$ cat src/rtl/uart_tx_fifo.sv
// uart_tx_fifo
//   UART transmitter with a built-in transmit FIFO. Queued words go out
//   LSB-first as start / data / optional parity / stop frames. While the
//   FIFO holds words, frames follow each other with no idle gap.
//
// Ports
//   clk         system clock, rising edge
//   rst         asynchronous active-high reset
//   wr_valid    write request
//   wr_data     word to transmit (DATA_BITS wide)
//   wr_ready    FIFO can accept a word (= !full)
//   txd         serial line, idles high, driven straight from a flop
//   busy        a frame is on the line (FSM not in IDLE)
//   tx_done     one-cycle pulse when the last stop bit of a frame completes
//   fifo_count  words queued, not counting the frame in flight
//
// Handshake: a word is stored on every rising edge where wr_valid && wr_ready
// are both high. wr_data is ignored on any other edge. wr_ready depends only
// on the registered count, so a write and a pop on the same edge leave the
// count unchanged. When the FIFO is full, writes are dropped until a pop
// frees a slot; wr_ready rises in the cycle after that pop.
module uart_tx_fifo #(
    parameter int CLKS_PER_BIT = 10416,
    parameter int DATA_BITS    = 8,
    parameter int PARITY       = 0,
    parameter int STOP_BITS    = 1,
    parameter int FIFO_DEPTH   = 4
) (
    input  logic                          clk,
    input  logic                          rst,
    input  logic                          wr_valid,
    input  logic [DATA_BITS-1:0]          wr_data,
    output logic                          wr_ready,
    output logic                          txd,
    output logic                          busy,
    output logic                          tx_done,
    output logic [$clog2(FIFO_DEPTH):0]   fifo_count
);

    localparam int AW  = $clog2(FIFO_DEPTH);
    // The baud counter also times the whole stop period, which can be 2 bits.
    localparam int BCW = $clog2(STOP_BITS * CLKS_PER_BIT);
    localparam int NW  = $clog2(DATA_BITS);

    localparam logic [BCW-1:0] BIT_LOAD   = BCW'(CLKS_PER_BIT - 1);
    localparam logic [BCW-1:0] STOP_LOAD  = BCW'(STOP_BITS * CLKS_PER_BIT - 1);
    localparam logic [NW-1:0]  LAST_BIT   = NW'(DATA_BITS - 1);
    localparam logic [AW:0]    FULL_COUNT = (AW+1)'(FIFO_DEPTH);
    localparam logic [AW:0]    CNT_ONE    = (AW+1)'(1);

    typedef enum logic [2:0] {
        S_IDLE,
        S_START,
        S_DATA,
        S_PARITY,
        S_STOP
    } state_t;

    state_t                 state;
    logic [DATA_BITS-1:0]   mem [FIFO_DEPTH];
    logic [AW-1:0]          wr_ptr;
    logic [AW-1:0]          rd_ptr;
    logic [DATA_BITS-1:0]   shift_reg;
    logic                   parity_bit;
    logic [BCW-1:0]         baud_cnt;
    logic [NW-1:0]          bit_cnt;

    logic push;
    logic pop;
    logic baud_done;
    logic [DATA_BITS-1:0] head;

    assign wr_ready  = (fifo_count != FULL_COUNT);
    assign push      = wr_valid && wr_ready;
    assign baud_done = (baud_cnt == '0);
    assign head      = mem[rd_ptr];

    // A pop happens either from IDLE or on the very last stop-bit cycle, which
    // is what chains frames back-to-back without an idle cycle.
    always_comb begin
        pop = 1'b0;
        if (fifo_count != '0) begin
            if (state == S_IDLE) begin
                pop = 1'b1;
            end else if (state == S_STOP && baud_done) begin
                pop = 1'b1;
            end
        end
    end

    // Storage has no reset; only the pointers and count define its contents.
    always_ff @(posedge clk) begin
        if (push) begin
            mem[wr_ptr] <= wr_data;
        end
    end

    always_ff @(posedge clk or posedge rst) begin
        if (rst) begin
            state      <= S_IDLE;
            wr_ptr     <= '0;
            rd_ptr     <= '0;
            fifo_count <= '0;
            shift_reg  <= '0;
            parity_bit <= 1'b0;
            baud_cnt   <= '0;
            bit_cnt    <= '0;
            txd        <= 1'b1;
            busy       <= 1'b0;
            tx_done    <= 1'b0;
        end else begin
            tx_done <= 1'b0;

            if (push) begin
                wr_ptr <= wr_ptr + AW'(1);
            end
            if (pop) begin
                rd_ptr <= rd_ptr + AW'(1);
            end
            if (push && !pop) begin
                fifo_count <= fifo_count + CNT_ONE;
            end else if (pop && !push) begin
                fifo_count <= fifo_count - CNT_ONE;
            end

            case (state)
                S_IDLE: begin
                    txd <= 1'b1;
                end
                S_START: begin
                    if (baud_done) begin
                        txd       <= shift_reg[0];
                        shift_reg <= shift_reg >> 1;
                        bit_cnt   <= '0;
                        baud_cnt  <= BIT_LOAD;
                        state     <= S_DATA;
                    end else begin
                        baud_cnt <= baud_cnt - BCW'(1);
                    end
                end
                S_DATA: begin
                    if (baud_done) begin
                        baud_cnt <= BIT_LOAD;
                        if (bit_cnt == LAST_BIT) begin
                            if (PARITY != 0) begin
                                txd   <= parity_bit;
                                state <= S_PARITY;
                            end else begin
                                txd      <= 1'b1;
                                baud_cnt <= STOP_LOAD;
                                state    <= S_STOP;
                            end
                        end else begin
                            txd       <= shift_reg[0];
                            shift_reg <= shift_reg >> 1;
                            bit_cnt   <= bit_cnt + NW'(1);
                        end
                    end else begin
                        baud_cnt <= baud_cnt - BCW'(1);
                    end
                end
                S_PARITY: begin
                    if (baud_done) begin
                        txd      <= 1'b1;
                        baud_cnt <= STOP_LOAD;
                        state    <= S_STOP;
                    end else begin
                        baud_cnt <= baud_cnt - BCW'(1);
                    end
                end
                S_STOP: begin
                    if (baud_done) begin
                        tx_done <= 1'b1;
                        if (!pop) begin
                            busy  <= 1'b0;
                            state <= S_IDLE;
                        end
                    end else begin
                        baud_cnt <= baud_cnt - BCW'(1);
                    end
                end
                default: begin
                    txd   <= 1'b1;
                    busy  <= 1'b0;
                    state <= S_IDLE;
                end
            endcase

            // Frame launch, shared by IDLE and the last stop cycle. Placed
            // last so it overrides the per-state updates above.
            if (pop) begin
                shift_reg  <= head;
                parity_bit <= (PARITY == 1) ? ~(^head) : (^head);
                baud_cnt   <= BIT_LOAD;
                txd        <= 1'b0;
                busy       <= 1'b1;
                state      <= S_START;
            end
        end
    end

endmodule
$ cat config.mk
export PLATFORM = sky130hd
export DESIGN_NAME = uart_tx_fifo
export DESIGN_NICKNAME = d
export VERILOG_FILES = /design/src/rtl/uart_tx_fifo.sv
export SDC_FILE = /design/constraint.sdc
export NUM_CORES = 1
export LEC_CHECK = 0
export CAP_MARGIN = 20
export CORE_UTILIZATION = 54
export CTS_CLUSTER_SIZE = 40
export DETAILED_ROUTE_END_ITERATION = 10
export HOLD_SLACK_MARGIN = 0.1
export MAX_ROUTING_LAYER = met4
export PLACE_DENSITY_LB_ADDON = 0.05
export SYNTH_ARGS = -nofsm -noshare
export SYNTH_HDL_FRONTEND = slang
export SYNTH_SLANG_ARGS = --single-unit
export TNS_END_PERCENT = 100
$ cat constraint.sdc
create_clock -name clk -period 8.5 [get_ports clk]
set_clock_uncertainty 0.05 [all_clocks]
set_input_delay 1.7 -clock clk [delete_from_list [all_inputs] [get_ports clk]]
set_output_delay 1.7 -clock clk [all_outputs]
set_load 0.01 [all_outputs]
# After elaboration in Yosys (flattened, before gate mapping)
# Memory sizes are Yosys's and may differ from the RTL's.
# Index checks and enable logic that the tools add are counted.
dict set report classes {
  n_addsub 6
  n_eq_ne 19
  mux 37
  reduce_logical 21
}
# cell n
set ops {}
lappend ops {{$mux 14} 3}
lappend ops {{$mux 8} 4}
lappend ops {{$mux 3} 10}
lappend ops {{$pmux 14 s2} 1}
lappend ops {{$ne 3x3->1 const B} 8}
lappend ops {{$pmux 8 s2} 1}
lappend ops {{$pmux 3 s5} 1}
lappend ops {{$logic_not 14->1} 1}
lappend ops {{$mux 1} 14}
lappend ops {{$sub 14x1->14 const B} 1}
lappend ops {{$reduce_and 4->1} 3}
lappend ops {{$ne 2x2->1 const B} 5}
lappend ops {{$reduce_bool 3->1} 3}
lappend ops {{$add 3x1->3 const B} 2}
lappend ops {{$eq 3x2->1 const B} 2}
lappend ops {{$eq 3x3->1 const B} 2}
lappend ops {{$pmux 3 s2} 1}
lappend ops {{$reduce_and 6->1} 1}
lappend ops {{$add 2x1->2 const B} 2}
lappend ops {{$logic_and 1x1->1} 4}
lappend ops {{$pmux 1 s4} 1}
lappend ops {{$reduce_and 2->1} 2}
lappend ops {{$reduce_bool 2->1} 2}
lappend ops {{$reduce_or 4->1} 1}
lappend ops {{other kinds (7)} 8}
dict set report totals {
  register_bits 38
  mem_bits_rw 32
  in_bits 11
  out_inout_bits 7
  word_cells 94
  n_memories 1
}
# name words width rd rd_clocked_by_memory_dff wr line_no
set memory_table {}
lappend memory_table {mem 4 8 1 0 1 60} ;# logic [DATA_BITS-1:0] mem [FIFO_DEPTH];

# Logic depth before layout (Yosys ltp)
# Gate-level depths: netlist of run 1.
dict set report depth {
  ltp_word 8
  depth_mapped 13
  depth_no_buf 11
}

# Worst setup path after synthesis of run 1
# OpenSTA, ideal clock, no wires.
dict set report synth_path {
  path_type {input port to flip-flop}
  startpoint {in wr_valid}
  endpoint {reg fifo_count[2]}
  setup_time_ns 0.079
  arrival_time_ns 2.908
  required_time_ns 8.371
  setup_slack_ns 5.463
  stages 7
  n_path_buf 0
  path_cell_list {and2_0 ha_1 inv_1 fa_1 xor2_1 nor2_1 xor2_1}
}
dict set report synth_between {
  elab_chain_len 4
  word_cells_on_any_way 6
  cone_classes {mux: 1; reduce/logical: 5}
}
# element line_no
set synth_rtl {}
lappend synth_rtl {{start, declared} 31} ;# input logic wr_valid,
lappend synth_rtl {{$logic_and 1x1->1 (*)} 74} ;# assign push = wr_valid && wr_ready;
lappend synth_rtl {{$logic_not 1->1} 122} ;# end else if (pop && !push) begin
lappend synth_rtl {{$logic_and 1x1->1} 122}
lappend synth_rtl {{$reduce_bool 2->1 (no source line)} --}
lappend synth_rtl {{end signal, assigned} 121} ;# fifo_count <= fifo_count + CNT_ONE;
lappend synth_rtl {{end signal, assigned} 123} ;# fifo_count <= fifo_count - CNT_ONE;
lappend synth_rtl {{end, declared} 37} ;# output logic [$clog2(FIFO_DEPTH):0] fifo_count
# Every way passes the cells marked *; elsewhere a longest branch is shown, timed or not.
# A chain may end at the register's enable or synchronous reset.

# Worst setup path after layout of run 1
dict set report layout_path {
  startpoint {in wr_valid}
  endpoint {reg fifo_count[2]}
}
dict set report layout_between {
  elab_chain_len 4
  word_cells_on_any_way 6
  cone_classes {mux: 1; reduce/logical: 5}
}
# element line_no
set layout_rtl {}
lappend layout_rtl {{$logic_and 1x1->1 (*)} 74}
lappend layout_rtl {{via push} 68} ;# logic push;
lappend layout_rtl {{$logic_not 1->1} 122}
lappend layout_rtl {{$logic_and 1x1->1} 122}
lappend layout_rtl {{$reduce_bool 2->1 (no source line)} --}
# The timed path passes the listed nets; every way through them passes the cells marked *.

==> results.ini, run 1 <==
[logic_synthesis]
synth_ff_type=dfrtp_1
synth_compound_area_frac=0.119
async_flop_share=0.543
syn-num-nets=290
yosysWarningCount=0
synth_top_family_by_area=simple AND/OR/NAND/NOR gates
ys_seq_area_frac=0.579
synth_edf_count=32
synth-seq-cells=70
syn_avg_cell_area_um2=12.2
synth-adder-area-share=0.0364
syn_inst=270
synth_mux_area_frac=0.0792
synthSimpleGateAreaFrac=0.135
synth.distinct_cells=48
syn_area_um2=3300
synthXorXnorAreaFrac=0.0159

[final_layout]
seq_area_um2=1910
layout_commonest_cell=dfrtp_1
fill_cells=483
largest_reg_flops=32
n_antenna_cell=0
fin_util=0.626
final_layout_size_suffix_gt1_frac=0.126
areaGrowthSynthToFinish_pct=12.3
multi_input_area_um2=1270
stdcell_area_um2=3710
fin_nets=308
final_cell_mix=dfrtp_1, edfxtp_1, nor2_1

[drt]
vias_per_cell=5.78
drc=0
ant_nets=0
drt-pass1-iter-count=4
vias=2128
wirelength_um=5950
wl_per_cell_um=16.2
drt-initial-drc-count=161

[global_route]
overflow=0
grt_pass1_wl_um=10100
track_usage=0.219
grt_pass1_vias=2072
grt_max_degree=39
antenna_found_initial=0

[worst_setup_path]
cp_cell_sequence=clkdlybuf4s50_1 > and2_0 > ha_1 > inv_1 > fa_1 > xor2_1 > nor2_1 > xor2_1
required_ns=8.72
cp_top_family=adder cells
cpMostUsedCell=xor2_1
worst-path-max-fanout=5
r2r-start=baud_cnt[0]
endpoint_kind=register
startpoint=wr_valid
path_class=in -> reg
crit_slowest_cell=clkdlybuf4s50_1
path_buf_inv=2
slowest_delay_ns=0.50
start_kind=input pin
arrival_ns=3.57

[die]
placementRows=28
die_h_um=80.2
floorplan.initialDensity=0.558
num_io_pins=18
dieArea_um2=6430
die_w_um=80.2
core_um2=5920

[cts]
clk_pin_slew_ns=0.09
post_cts_buffers=0
cts_buffer_depth=2
clk_latency_ns=0.36
root_buffer=clkbuf_8
cts.repair.resized=0
cts_num_sinks=70
holdBufCountCts=0
cts_made_buffers=9
cts_tree=done
h-tree-depth=3

[placed_design]
dp_hpwl_um=3990
gp_congestion=0.799
placed_area_um2=3520
portBuffers=17

[timing]
hold_violations=0
fin_crit_ns=3.34
fmax_ghz=0.299
finalSetupViolCount=0
slew_violations=0
rsz0062_at_grt=no
slew_headroom=0.398
worst_slew_pin_slew_ns=0.897
period_share=0.393
setup_tns_ns=0

[power]
ir_drop_mv=0.165
p_per_area_nw_per_um2=215
finalPower_w=0.000797
p_leak_nw=1.47

[run]
max-cap-violations=0

[worst_hold_path]
hold_class=reg -> reg
min_from=bit_cnt[2]

[run_status]
run_status=finished clean

-- cell families after synthesis --
kind of cell,count (synthesis)
AOI/OAI and AO/OA,61
DFF,70
xor gates and xnor gates,6
and+or+nand+nor,82
muxes,16
adders and majority gates,9
buffers and inverters,26
-- final cells by class --
class                      count  area share
tap                           75      0.0253
sequential                    70       0.516
timing repair buffer          20      0.0520
clock buffer                   9      0.0334
multi-input combinational    174       0.343
inverter                      13      0.0132
clock inverter                 7      0.0172
-- power breakdown --
group | total (W) | internal [W] | leakage [nW] | switching [W]
clock network | 0.000257 | 0.000112 | 0.0903 | 0.000144
registers | 0.000423 | 0.000400 | 0.729 | 0.0000222
logic | 0.000118 | 0.0000564 | 0.650 | 0.0000617
-- worst register-to-register path: stages, from the launching register on --
cell	delay [ns]
dfrtp_1	0.44
inv_1	0.10
ha_1	0.20
or4b_1	0.63
nor4_4	0.33
o21ai_1	0.15
ha_1	0.25
inv_1	0.07
fa_1	0.41
mux2_2	0.27
-- cells in the mapped netlist (all sizes together) (4+ instances only) --
cell	instances	area share
o22ai	4	0.0076
buf	6	0.013
or4	5	0.014
a21oi	14	0.021
edfxtp	32	0.29
dfrtp	37	0.28
nor4	9	0.026
mux2i	7	0.021
o21ai	16	0.025
nor2	24	0.027
a31oi	8	0.015
mux4	8	0.055
ha	8	0.030
nor3	9	0.014
nand2	16	0.018
nand3	4	0.0061
and3	4	0.0076
inv	12	0.014
clkbuf	7	0.0080
-- final timing paths --
| path | slack [ns] | to | cells after the start |
|---|---|---|---|
| max | 5.16 | fifo_count[2] | 8 |
| min | 0.45 | bit_cnt[2] | 2 |
| max reg2reg | 5.48 | fifo_count[1] | 9 |
| min reg2reg | 0.45 | bit_cnt[2] | 2 |
| max in group asynchronous | 6.32 | txd | 3 |
| min in group asynchronous | 1.71 | baud_cnt[7] | 3 |
-- stage by stage --
step	hold slack (ns)	worst slack [ns]	std cells
after floorplan	0.403	5.46	270
after global placement	0.420	4.89	352
after detailed placement	0.431	4.79	352
after CTS	0.451	5.13	368
after global routing	0.491	5.03	368
final	0.446	5.16	368
-- layer usage --
layer,vias up,share of wire,GRT usage
met3,10,0.029,0.0375
met1,1035,0.46,0.288
li1,1044,-,-
met4,0,0.020,0.120
met2,39,0.49,0.326
met5,-,0,-
No activity file was read; power rests on OpenSTA's default activity.
==> run 2, diff against run 1 <==
--- a/config.mk
+++ b/config.mk
@@ -6,7 +6,7 @@
 export NUM_CORES = 1
 export LEC_CHECK = 0
 export CAP_MARGIN = 20
-export CORE_UTILIZATION = 54
+export CORE_UTILIZATION = 53
 export CTS_CLUSTER_SIZE = 40
 export DETAILED_ROUTE_END_ITERATION = 10
 export HOLD_SLACK_MARGIN = 0.1
==> constraint.sdc (replaced) <==
create_clock -name clk -period 2.8 [get_ports clk]
set_clock_uncertainty 0.05 [all_clocks]
set_input_delay 0.56 -clock clk [delete_from_list [all_inputs] [get_ports clk]]
set_output_delay 0.56 -clock clk [all_outputs]
set_load 0.01 [all_outputs]
==> run 2 against run 1 <==
Compared with the run above:
- clock-buffer cell count unchanged
- combinational power increased to 3.1 times the previous value
- core utilization increased by 0.68 points
- critical path depth decreased by 1
- worst setup slack got worse by 5.0 ns
- hold slack got worse by 0.0044 ns
- non-clock buffer count increased by 8
- cell area increased by 1.7%
- register-to-register slack got worse by 5.3 ns
- global-route usage decreased by 1.0 points
- wire length decreased by 3.0%
- sequential share of layout area decreased by 0.86 points
- critical path type is now reg -> reg
- largest cell class unchanged
- largest power group unchanged
==> results.ini, run 2 (synthesis results as in run 1) <==
[worst_setup_path]
rr_endpoint=fifo_count[1]
r2r.worst_path.cells=7  ; -2
crit_slowest_cell=or4_1
arrival_ns=2.82  ; -0.75 ns
cp_top_family=simple AND/OR/NAND/NOR gates
path_buf_inv=1  ; -1
r2r_setup_slack_ns=0.16  ; -5.32 ns
r2r-start=baud_cnt[11]
endpoint_kind=register
cp_cell_sequence=or4_1 > nor4_4 > o21ai_1 > ha_1 > inv_1 > fa_1 > mux2_2
required_ns=2.98  ; -5.74 ns
path_class=reg -> reg
worst-path-max-fanout=5  ; unchanged
slowest_delay_ns=0.62  ; +0.12 ns
start_kind=register

[timing]
timing.hold.ws_ns=0.441  ; -0.00438 ns
worst_slack_ns=0.156  ; -5.00 ns
slew_violations=0  ; unchanged
worst_slew_pin_slew_ns=0.562  ; -0.334 ns
hold_violations=0  ; unchanged
slew_headroom=0.625  ; +0.228
fin_crit_ns=2.64
fmax_ghz=0.378
period_share=0.944
finalSetupViolCount=0  ; unchanged
setup_tns_ns=0  ; unchanged
rsz0062_at_grt=no

[worst_hold_path]
hold_class=reg -> reg
whs_endpoint=bit_cnt[1]
min_from=bit_cnt[1]
whs_path_depth=2  ; unchanged

[final_layout]
largest_reg_flops=32  ; unchanged
final_cell_mix=dfrtp_1, edfxtp_1, nor2_1
fin_nets=316  ; +2.6%
stdcell_area_um2=3770  ; +1.7%
layout_commonest_cell=dfrtp_1
n_antenna_cell=0  ; unchanged
final_layout_size_suffix_gt1_frac=0.153  ; +0.0265
fin_util=0.633  ; +0.00682
areaGrowthSynthToFinish_pct=14.2

[global_route]
grt_max_degree=39  ; unchanged
antenna_found_initial=0  ; unchanged
track_usage=0.209  ; -0.0102
grt_pass1_wl_um=9700  ; -3.5%
grt_pass1_vias=2019  ; -2.6%
overflow=0  ; unchanged

[cts]
cts_made_buffers=9  ; unchanged
h-tree-depth=3  ; unchanged
post_cts_buffers=0  ; unchanged
root_buffer=clkbuf_8
clk_pin_slew_ns=0.08  ; about the same
cts_buffer_depth=2  ; unchanged
cts_num_sinks=70  ; unchanged
holdBufCountCts=0  ; unchanged
cts.repair.resized=0  ; unchanged
cts_tree=done
clk_latency_ns=0.35  ; about the same

[die]
num_io_pins=18  ; unchanged
dieArea_um2=6550  ; +1.8%
floorplan.initialDensity=0.554  ; -0.00328
placementRows=28  ; unchanged
core_um2=5960  ; +0.59%
die_w_um=80.9  ; +0.92%
die_h_um=80.9  ; +0.92%

[drt]
ant_nets=0  ; unchanged
drt-initial-drc-count=81  ; -50%
drt-pass1-iter-count=4  ; unchanged
vias=2144  ; +0.75%
drc=0  ; unchanged
vias_per_cell=5.70  ; -1.4%
wl_per_cell_um=15.4  ; -5.0%
wirelength_um=5770  ; -3.0%

[run_status]
run_status=finished clean

[placed_design]
gp_congestion=0.831  ; +3.9%
placed_area_um2=3580  ; +1.8%
dp_hpwl_um=3980  ; -0.25%
dpl_worst_slack_ns=0.174  ; -4.62 ns
portBuffers=17  ; unchanged

[power]
p_leak_nw=1.50  ; +2.3%
p_per_area_nw_per_um2=641  ; +200%
ir_drop_mv=0.462  ; +180%

[run]
max-cap-violations=0  ; unchanged

## run 2: worst max-delay path by stage
stage | from | end | depth (start not counted)
after floorplan | baud_cnt[0] | fifo_count[1] | 11
after global placement | baud_cnt[11] | fifo_count[1] | 7
after detailed placement | baud_cnt[11] | fifo_count[1] | 7
after CTS | baud_cnt[11] | fifo_count[1] | 7
after global routing | baud_cnt[0] | fifo_count[1] | 9
final | baud_cnt[11] | fifo_count[1] | 7
## run 2: through the flow
step | total power (W) | std cells
after CTS | 0.00245 | 376
after floorplan | 0.00151 | 270
final | 0.00242 | 376
after detailed placement | 0.00168 | 360
after global placement | 0.00166 | 360
after global routing | 0.00253 | 376
## run 2: area by class of cell
class / count / area [µm²]
Multi-Input combinational cell: 174 / 1270
Fill cell: 471 / 2180
Sequential cell: 70 / 1910
Timing Repair Buffer: 28 / 253
Tap cell: 75 / 93.8
Clock inverter: 7 / 63.8
Clock buffer: 9 / 124
Inverter: 13 / 48.8
## run 2: power by group
part,internal (W),switching (W),total (W),leakage [nW]
Combinational,0.000176,0.000187,0.000363,0.684
Sequential,0.00122,0.0000679,0.00128,0.729
Clock,0.000341,0.000431,0.000772,0.0903
## run 2: worst reg2reg max path: stages, from the launching register on
cell and delay, ns:
dfrtp_1 0.44, or4_1 0.62, nor4_4 0.30, o21ai_1 0.13, ha_1 0.24, inv_1 0.07, fa_1 0.40, mux2_2 0.27
## run 2: layer usage
layer  part of all wire  GRT usage
met2               0.47      0.314
met5                  0          -
met1               0.47      0.272
met3              0.044     0.0506
met4              0.016     0.0857
